`src/rtl/min_sum_check_node_stream.sv`:
```
// Min-sum check-node row processor.
// Streams one sign-magnitude variable-to-check message per accepted cycle.
// At the end of a row it reports min1, min2, the arrival index of min1 and
// the XOR of all sign bits. An optional offset is subtracted from both
// minima, saturating at zero.
//
// state  | meaning
// -------+--------------------------------------------------------------
// IDLE   | waiting for start; results from the last row are held
// LOAD   | accepting row_deg messages, in_ready/busy high
// FIN    | one cycle with done high; a new start here is taken without
//        | a bubble so rows can run back to back
module min_sum_check_node_stream #(
    parameter int W       = 32,
    parameter int MAX_DEG = 40,
    parameter int DEG_W   = 6,
    parameter int OFFSET  = 0
) (
    input  logic             i_clk,
    input  logic             i_reset,
    input  logic             i_start,
    input  logic [DEG_W-1:0] i_row_deg,
    input  logic             i_in_valid,
    output logic             o_in_ready,
    input  logic [W-1:0]     i_in_data,
    output logic             o_busy,
    output logic             o_done,
    output logic [W-2:0]     o_min1,
    output logic [W-2:0]     o_min2,
    output logic [DEG_W-1:0] o_min1_pos,
    output logic             o_sign_prod,
    output logic             o_deg_err
);

    localparam logic [W-2:0]     LP_OFF = (W-1)'(OFFSET);
    localparam logic [DEG_W-1:0] LP_MAX = DEG_W'(MAX_DEG);
    localparam logic [DEG_W-1:0] LP_MIN = DEG_W'(2);
    localparam logic [DEG_W-1:0] LP_ONE = DEG_W'(1);

    typedef enum logic [1:0] {
        S_IDLE = 2'd0,
        S_LOAD = 2'd1,
        S_FIN  = 2'd2
    } state_t;

    state_t r_state;
    state_t w_state_nxt;

    logic [DEG_W-1:0] r_count;
    logic [DEG_W-1:0] r_deg;
    logic [W-2:0]     r_m1;
    logic [W-2:0]     r_m2;
    logic [DEG_W-1:0] r_pos;
    logic             r_sign;

    logic [W-2:0]     r_min1;
    logic [W-2:0]     r_min2;
    logic [DEG_W-1:0] r_min1_pos;
    logic             r_sign_prod;
    logic             r_deg_err;
    logic             r_done;

    logic             w_start_samp;
    logic             w_deg_ok;
    logic             w_accept;
    logic             w_last;
    logic [W-2:0]     w_mag;
    logic             w_lt1;
    logic             w_lt2;
    logic [W-2:0]     w_m1_nxt;
    logic [W-2:0]     w_m2_nxt;
    logic [DEG_W-1:0] w_pos_nxt;
    logic             w_sign_nxt;

    // Saturating offset-min-sum correction.
    function automatic logic [W-2:0] f_offset(input logic [W-2:0] m);
        return (m > LP_OFF) ? (m - LP_OFF) : '0;
    endfunction

    // Start is honoured in IDLE and in FIN (back-to-back rows), never in LOAD.
    assign w_start_samp = i_start && (r_state != S_LOAD);
    assign w_deg_ok     = (i_row_deg >= LP_MIN) && (i_row_deg <= LP_MAX);
    assign w_accept     = (r_state == S_LOAD) && i_in_valid;
    assign w_last       = w_accept && (r_count == (r_deg - LP_ONE));

    // Running min1/min2 update; strict less-than keeps the earliest index on ties.
    always_comb begin
        w_mag      = i_in_data[W-2:0];
        w_lt1      = w_mag < r_m1;
        w_lt2      = w_mag < r_m2;
        w_m1_nxt   = w_lt1 ? w_mag : r_m1;
        w_m2_nxt   = w_lt1 ? r_m1 : (w_lt2 ? w_mag : r_m2);
        w_pos_nxt  = w_lt1 ? r_count : r_pos;
        w_sign_nxt = r_sign ^ i_in_data[W-1];
    end

    // State register.
    always_ff @(posedge i_clk or posedge i_reset) begin
        if (i_reset) begin
            r_state <= S_IDLE;
        end else begin
            r_state <= w_state_nxt;
        end
    end

    // Next-state logic.
    always_comb begin
        w_state_nxt = r_state;
        case (r_state)
            S_IDLE: if (i_start && w_deg_ok) w_state_nxt = S_LOAD;
            S_LOAD: if (w_last) w_state_nxt = S_FIN;
            S_FIN:  w_state_nxt = (i_start && w_deg_ok) ? S_LOAD : S_IDLE;
            default: w_state_nxt = S_IDLE;
        endcase
    end

    // State-decoded handshake outputs.
    always_comb begin
        o_in_ready = 1'b0;
        o_busy     = 1'b0;
        if (r_state == S_LOAD) begin
            o_in_ready = 1'b1;
            o_busy     = 1'b1;
        end
    end

    // Row accumulator and registered results.
    always_ff @(posedge i_clk or posedge i_reset) begin
        if (i_reset) begin
            r_count     <= '0;
            r_deg       <= '0;
            r_m1        <= '1;
            r_m2        <= '1;
            r_pos       <= '0;
            r_sign      <= 1'b0;
            r_min1      <= '0;
            r_min2      <= '0;
            r_min1_pos  <= '0;
            r_sign_prod <= 1'b0;
            r_deg_err   <= 1'b0;
            r_done      <= 1'b0;
        end else begin
            r_done <= 1'b0;
            if (w_start_samp) begin
                if (w_deg_ok) begin
                    r_deg     <= i_row_deg;
                    r_count   <= '0;
                    r_m1      <= '1;
                    r_m2      <= '1;
                    r_pos     <= '0;
                    r_sign    <= 1'b0;
                    r_deg_err <= 1'b0;
                end else begin
                    // Illegal degree: report an empty, flagged result.
                    r_deg_err   <= 1'b1;
                    r_done      <= 1'b1;
                    r_min1      <= '0;
                    r_min2      <= '0;
                    r_min1_pos  <= '0;
                    r_sign_prod <= 1'b0;
                end
            end else if (w_accept) begin
                r_m1    <= w_m1_nxt;
                r_m2    <= w_m2_nxt;
                r_pos   <= w_pos_nxt;
                r_sign  <= w_sign_nxt;
                r_count <= r_count + LP_ONE;
                if (w_last) begin
                    // Results include the final message, so they are taken
                    // from the update path rather than the accumulators.
                    r_min1      <= f_offset(w_m1_nxt);
                    r_min2      <= f_offset(w_m2_nxt);
                    r_min1_pos  <= w_pos_nxt;
                    r_sign_prod <= w_sign_nxt;
                    r_done      <= 1'b1;
                end
            end
        end
    end

    assign o_done      = r_done;
    assign o_min1      = r_min1;
    assign o_min2      = r_min2;
    assign o_min1_pos  = r_min1_pos;
    assign o_sign_prod = r_sign_prod;
    assign o_deg_err   = r_deg_err;

endmodule

```
`config.mk`:
```
export PLATFORM = sky130hd
export DESIGN_NAME = min_sum_check_node_stream
export DESIGN_NICKNAME = d
export VERILOG_FILES = /design/src/rtl/min_sum_check_node_stream.sv
export SDC_FILE = /design/constraint.sdc
export NUM_CORES = 1
export LEC_CHECK = 0
export ABC_AREA = 0
export BUFFER_PORTS_ARGS = -buffer_cell sky130_fd_sc_hd__clkbuf_2
export CAP_MARGIN = 5
export CORE_ASPECT_RATIO = 0.5
export CORE_MARGIN = 1
export CORE_UTILIZATION = 63
export DETAILED_ROUTE_END_ITERATION = 6
export PLACE_DENSITY = 0.86
export SLEW_MARGIN = 25
export SYNTH_ARGS = -nofsm -noshare
export SYNTH_HDL_FRONTEND = slang
export SYNTH_SLANG_ARGS = --single-unit
```
`constraint.sdc`:
```
create_clock -name i_clk -period 11.12 [get_ports i_clk]
set_clock_uncertainty 0.15 [all_clocks]
set_input_delay 1.112 -clock i_clk [delete_from_list [all_inputs] [get_ports i_clk]]
set_output_delay 1.112 -clock i_clk [all_outputs]
set_load 0.02 [all_outputs]
```
==> results of run 1 <==
per-layer routing:
metal	up-vias	part of all wire, %	wire [um]
met4	0	2.1	469
met1	3530	44	9760
met3	62	8.3	1840
li1	3308	-	-
met2	366	46	10300
met5	-	0	0
sequential cells by signal (all words and copies together) (netlist names), 2 cells and up:
| register | cells |
|---|---|
| o_min1 | 31 |
| o_min1_pos | 6 |
| o_min2 | 31 |
| r_count | 6 |
| r_deg | 6 |
| r_m1 | 31 |
| r_m2 | 31 |
| r_pos | 6 |
| r_state | 2 |
synth_stat cells, drive strengths merged:
cell type,count,area (um^2)
nor4b,1,8.76
a21oi,54,274
a21o,7,52.6
mux2i,69,691
or4,2,15.0
and3,1,6.26
dfrtp,92,2300
xnor2,9,86.3
a41oi,1,8.76
a211oi,2,32.5
xor2,5,43.8
and4,2,17.5
a31oi,2,18.8
or3,1,6.26
nor3,1,5.00
o211ai,32,240
nand2b,1,6.26
nor2,17,63.8
a221o,1,10.0
o21ai,89,449
nand3,37,190
a22o,6,52.6
nor2b,4,32.5
nand4,5,31.3
buf,31,216
a221oi,3,26.3
dfstp,62,1630
a211o,1,8.76
ha,62,776
a22oi,31,233
a41o,1,10.0
o22ai,1,6.26
clkbuf,25,97.6
and2,1,6.26
nor3b,1,7.51
o31ai,33,253
a2111oi,1,15.0
a21boi,1,11.3
o31a,1,8.76
nor4,2,18.8
inv,67,251
nand2,111,417
cell families (layout without fill, tap and decap cells):
logic type / after synthesis / after routing / synth area share, %
AO/OA/AOI/OAI: 267 / 267 / 19.8
XOR/XNOR: 14 / 14 / 1.51
adder cells (fa/ha/maj): 62 / 62 / 8.98
buffers and inverters: 123 / 224 / 6.55
flip-flops: 154 / 154 / 45.5
multiplexers: 69 / 69 / 8.00
AND/OR/NAND/NOR: 187 / 187 / 9.64
worst max-delay path, cell delays in order:
cell and delay [ns]:
sky130_fd_sc_hd__clkbuf_2 0.10, sky130_fd_sc_hd__nand2_2 0.04, sky130_fd_sc_hd__buf_4 0.33, sky130_fd_sc_hd__nor4_2 0.40
sky130_fd_sc_hd__nand3_2 0.83, sky130_fd_sc_hd__a211oi_4 1.05, sky130_fd_sc_hd__buf_4 0.39, sky130_fd_sc_hd__a22oi_1 0.10
sky130_fd_sc_hd__o21ai_1 0.14
power breakdown:
part | leakage [uW] | switching (uW) | internal (uW) | total, uW
clock network | 0.000279 | 238 | 351 | 589
logic | 0.00280 | 818 | 491 | 1310
registers | 0.00189 | 166 | 842 | 1010
per-stage QoR:
| stage | setup WS [ns] | instances | util [%] | hold slack (ns) |
|---|---|---|---|---|
| final | 6.74 | 1147 | 75.4 | 0.334 |
| after global routing | 6.59 | 1147 | 75.4 | 0.355 |
| after CTS | 6.83 | 1147 | 75.4 | 0.338 |
| after detailed placement | 6.38 | 1116 | 70.9 | 0.325 |
| after global placement | 6.57 | 1116 | 70.9 | 0.317 |
| after floorplan | 5.81 | 876 | - | 0.315 |
final cells by class:
| class | instances | area share, % |
|---|---|---|
| tap | 170 | 2.17 |
| multi-input combinational | 599 | 42.5 |
| sequential | 154 | 40.0 |
| inverter | 67 | 2.61 |
| clock inverter | 12 | 1.53 |
| clock buffer | 19 | 4.41 |
| timing repair buffer | 126 | 6.76 |
worst paths after layout:
check | start | endpoint | slack (ns) | cells past startpoint
min reg2reg | o_min1[9] | o_min1[9] | 0.33 | 2
max reg2reg | r_state[1] | o_min2[5] | 6.90 | 9
max | i_in_valid | o_min2[5] | 6.74 | 9
min | o_min1[9] | o_min1[9] | 0.33 | 2
max in group asynchronous | i_reset | o_min2[14] | 9.05 | 3
min in group asynchronous | i_reset | o_deg_err | 0.65 | 2
cells in the final DEF, fill, tap and decap left out, types with 3 or more instances in the layout:
master                         n
sky130_fd_sc_hd__nand2_1     110
sky130_fd_sc_hd__inv_1        66
sky130_fd_sc_hd__xor2_1        5
sky130_fd_sc_hd__clkbuf_16    17
sky130_fd_sc_hd__xnor2_1       8
sky130_fd_sc_hd__a21oi_1      53
sky130_fd_sc_hd__clkinvlp_4    3
sky130_fd_sc_hd__o31ai_1      32
sky130_fd_sc_hd__a22oi_1      31
sky130_fd_sc_hd__bufinv_16     3
sky130_fd_sc_hd__a21o_1        7
sky130_fd_sc_hd__clkinv_2      4
sky130_fd_sc_hd__mux2i_1      69
sky130_fd_sc_hd__o211ai_1     32
sky130_fd_sc_hd__a22o_1        6
sky130_fd_sc_hd__nand3_1      36
sky130_fd_sc_hd__nor2b_1       3
sky130_fd_sc_hd__o21ai_0      20
sky130_fd_sc_hd__buf_4        11
sky130_fd_sc_hd__dfrtp_1      92
sky130_fd_sc_hd__o21ai_1      68
sky130_fd_sc_hd__nor2_1       16
sky130_fd_sc_hd__nand4_1       5
sky130_fd_sc_hd__clkbuf_2    114
sky130_fd_sc_hd__ha_1         62
sky130_fd_sc_hd__dfstp_2      62
sky130_fd_sc_hd__a221oi_1      3
==> run summary, run 1 <==
The tools report the final global-route overflow total as 0. Entering global routing, the biggest net connects 79 pins. In the routed layout, each cell is associated on average with a via count of 6.33. The area added between synthesis and finish is 13.7%, and the number of distinct library cell variants in the gate-level netlist after synthesis is 56. Floorplan die area: 14,200 um^2.

The first routing iteration left 764 violations. The global routing usage on met3 was 7.54%. The path class of the tightest hold or removal check is reg2reg. The overall power after layout came out at 2910 uW. The share of the Yosys chip area taken by registers is 45.5%. The die outline height works out to 84.8 um. The initial antenna violation count is 0, and the overall global routing resource usage is 32.4%. Estimated wirelength of the detail-placed design: 14,000 um. The gate count of the mapped netlist was 876.

At the worst endpoint, the required time is 11.31 ns. The maximum root-to-sink buffer count was 2. Category of the critical setup timing path: in2reg. The I/O pin count is 115. The tools report the tightest slew margin relative to the limit as 31.3%.

Counting the buffers created by CTS gives 17. After synthesis the cells add up to 8640 um^2. The run gives 35,900 um as the global-route wire length before repair. For the number of global-route vias before repair, the log shows 7,148. Setup violations remaining at the end of the flow were counted as 0.

Dividing the detail-routed wire length by the instance count gives 19.5 um. The number of max-slew violations in the final report was 0. The multi-input combinational cells in the finished layout cover a total of 4180 um^2. After detailed routing, the number of remaining DRC violations is 0.

The kind of start point of the critical path is an input pin. Counting the fill cells in the layout gives 862. The analysis attributes to cell leakage a power of 0.00497 uW.

During placement, the flow inserted port buffers numbering 114. After clock tree synthesis, the flow added hold-fix buffers numbering 0. The floorplan step set the die width to 168 um. Met1 global-route usage: 44.2%. TritonCTS built the clock tree. The root buffer cell chosen for the clock tree is sky130_fd_sc_hd__clkbuf_16. The antenna violation net count after detailed routing was 0.

The arrival time at the worst endpoint came out at 4.56 ns. Across the run, the number of max-cap violations was 0. The logs give 66.3% for the initial core utilization and 980 for the net count after synthesis.

The run finished with clean final reports. For this run, the detailed router's first-pass iteration total came to 5. The number of nets in the finished design was 1,069; the maximum fanout encountered on the critical timing path was 68. Dividing total power by cell area gives a power density of 296 nW/um^2.

Setup repair after global routing left no endpoint under its margin. The detailed router placed 7,266 vias in this run. The minimum clock period came out at 4.38 ns. The final number of hold-violating endpoints came out at 0. The logs give 3930 um^2 for the sequential standard cell area and 9240 um^2 for the cell area after placement.

The tools report the number of synthesis warnings as 0. The synthesized area per cell is 9.86 um^2. IR analysis of the VDD net gives a maximum drop of 0.162 mV.

The endpoint kind of the worst setup timing path was a flop. The repair_antennas step left the layout with diodes totalling 0. The post-cts sizing count came out at 0. Synthesis inferred 154 register bits.

Timing would allow up to 229 MHz. After clock tree synthesis, the setup repair step added 0 buffers. The global-route met2 utilization is 50.8%.

TritonCTS sink count: 154. The layout cell share with drive strength beyond 1 is 23.7%. For the worst-skew pair, the clock arrives at the later sink with an insertion delay of 0.43 ns. Of the available clock period, the critical path in the final layout requires 39.3%. Routability-driven placement finished with a final weighted congestion of 0.873. The transition at the pin with the smallest max-transition slack was 1.03 ns.

The H-tree was split into 4 levels. The floorplan has 29 rows. After floorplanning, the core was sized to cover 13,000 um^2.

Summed over all failing endpoints, the final setup total negative slack is 0 ns. Total wire length after detailed routing: 22,300 um. The clock input transition at the sequential cells of the worst setup and hold paths is 0.06 ns. The final design area excluding fillers is 9820 um^2. Busiest layer in global routing: met2.
Power figures use the tool's default switching activity.
==> inputs of run 2 (changes only) <==
CORE_UTILIZATION = 53   (was 63)
PLACE_DENSITY = 0.77   (was 0.86)
clock period = 3.6 ns   (was 11.12 ns; I/O delays follow)
==> run summary, run 2 (synthesis results as in run 1) <==
The tools report the share of the core filled with cells in the final layout as 64.2%. TritonCTS built the clock tree. The worst setup path is launched from a flop.

Once placement completed, the tool counted placed cells totaling 1,176. Dividing the detail-routed wire length by the instance count gives 18.4 um. The tools report the final number of hold-violating endpoints as 0. The sequential standard cell area was 3930 um^2; the arrival time at the worst endpoint was 3.54 ns.

The number of gates resized after CTS was 0. The run gives 15,000 um as the estimated wirelength of the detail-placed design. The tools report the buffer type at the clock tree root as sky130_fd_sc_hd__clkbuf_16. From left edge to right edge, the die measures 183 um. The critical-path cell with the highest stage delay was sky130_fd_sc_hd__nor2_2. Setup violations remaining at the end of the flow were counted as 0. Antenna violation net count after detailed routing: 0. The category of the critical setup timing path was reg2reg. The run gives 1,211 as the final standard cell count with taps included and fillers excluded.

The worst hold path belongs to the class in2reg. The first global-routing pass estimated 36,200 um of wire. The initial antenna violation count is 0. For the worst endpoint required time, the log shows 3.79 ns.

In the final design database the tool counted 1,081 nets. Summed over all layers, the routed wires come to 22,300 um. The run gives 0 ns as the final setup TNS. The signal on the critical path passes through inv_1 -> ha_1 -> nand2_1 -> or4_1 -> o21ai_2 -> a21oi_4 -> nor2_2 -> buf_12 -> a21oi_1. In this run the static leakage power is 0.00505 uW. The number of max-cap violations was 0; the share of the cycle needed by the critical path after routing was 92.8%. The run gives 30.4% as the tightest slew margin relative to the limit.

The tools report the TritonCTS sink count as 154. The most common library cell in the layout ignoring fill and taps is sky130_fd_sc_hd__clkbuf_2. Clock latency of the later-clocked register in the worst-skew pair: 0.44 ns. The maximum fanout encountered on the critical timing path came out at 17. Family with the most delay on the worst path: simple AND/OR/NAND/NOR gates. The clock passes through at most 2 buffers. Setup repair after global routing left no endpoint under its margin.

The initial core utilization is 55.2%, and the final global-route overflow total is 0. The die covers 16,800 um^2. The clock input transition at the sequential cells of the worst setup and hold paths is 0.07 ns.

For the number of fill cells, the log shows 1,249. The flow ran to the end, and the final reports show no timing, DRC or antenna violations. Relative to the synthesized area, the layout overhead comes to 16.4%. The highest clock rate is 299 MHz, and the first-pass iteration count of the detailed router is 5.

The number of global-route vias before repair is 7,222, and the detailed-route vias per instance is 5.94. The transition at the pin with the smallest max-transition slack was 1.04 ns; the count of buffering cells on the critical path with inverters included was 2. After detailed routing, the number of remaining DRC violations is 0. After the first detailed-routing iteration, the DRC count stood at 603.

The worst setup path is captured at a flop. The detailed-route via count is 7,190, and the number of buffers added by the clock tree synthesis step is 17. The tools report the final weighted congestion in routability-driven placement as 0.831. Buffers placed on the I/O ports in this run total 114. The power per standard cell area was 891 nW/um^2; the largest net degree at the start of global routing was 68.

The worst-case IR drop observed on VDD is 0.530 mV. The layout cell share with drive strength beyond 1 was 24.6%. The overall global routing resource usage is 27.4%, and the die outline height is 92.3 um.

Summing all multi-input logic gate instances after layout gives 4180 um^2. On the worst path, the slowest cell contributes a delay of 0.80 ns. The minimum clock period is 3.34 ns, and the I/O pin count is 115. The H-tree was split into 4 levels. The floorplan row count was 32.

The number of max-slew violations in the final report came out at 0. The floorplan step defined a core boundary enclosing 15,700 um^2. The library cells used most frequently in the layout, excluding fill and tap cells, are sky130_fd_sc_hd__clkbuf_2 (114), sky130_fd_sc_hd__nand2_1 (110), sky130_fd_sc_hd__dfrtp_1 (92), sky130_fd_sc_hd__mux2i_1 (69), sky130_fd_sc_hd__o21ai_1 (68). The repair_antennas step left the layout with diodes totalling 0.
==> run 2: worst min-delay path: stages <==
cell and delay (ns):
sky130_fd_sc_hd__clkbuf_2 0.10, sky130_fd_sc_hd__nand2_1 0.05, sky130_fd_sc_hd__nand2_1 0.04
==> run 2: cell type report <==
type | instances | share of cell area (%)
multi-input combinational | 599 | 41.5
clock inverter | 15 | 1.67
tap | 221 | 2.75
sequential | 154 | 39.1
timing repair buffer | 138 | 8.17
inverter | 67 | 2.54
clock buffer | 17 | 4.23
==> run 2: layer usage <==
layer  GRT usage, %  vias up  share of wire, %
met1           37.7     3570                47
li1               -     3342                 -
met2           44.7      251                46
met3           4.05       27               5.7
met4           9.17        0               1.2
met5              0        -                 0
==> run 2: power breakdown <==
part | internal, uW | total [uW] | switching [uW]
Sequential | 2600 | 3100 | 504
Combinational | 1580 | 4060 | 2480
Clock | 935 | 1800 | 860
==> run 2: path summary, 6_finish.rpt <==
kind,slack [ns],depth (start not counted),from,endpoint
max,0.26,9,r_m1[14],r_m2[12]
min,0.01,3,i_row_deg[2],r_deg[2]
max reg2reg,0.26,9,r_m1[14],r_m2[12]
min reg2reg,0.34,2,o_min1[23],o_min1[23]
max in group asynchronous,1.94,4,i_reset,r_m2[22]
min in group asynchronous,0.45,3,i_reset,o_min1_pos[4]
==> run 2: stage by stage <==
step	worst slack [ns]	hold WS [ns]	power, uW	cell area [um^2]
after global placement	0.370	0.317	6940	9430
after global routing	0.165	0.0389	9520	10100
final	0.258	0.0130	8960	10100
after floorplan	0.982	0.315	6010	8640
after detailed placement	0.310	0.327	7130	9430
after CTS	0.292	0.00166	8940	10100
==> run 2: what timing repair did <==
action	CTS	global route
hold endpoints to repair	33	0
buffers inserted	0	0
hold buffers	3	0
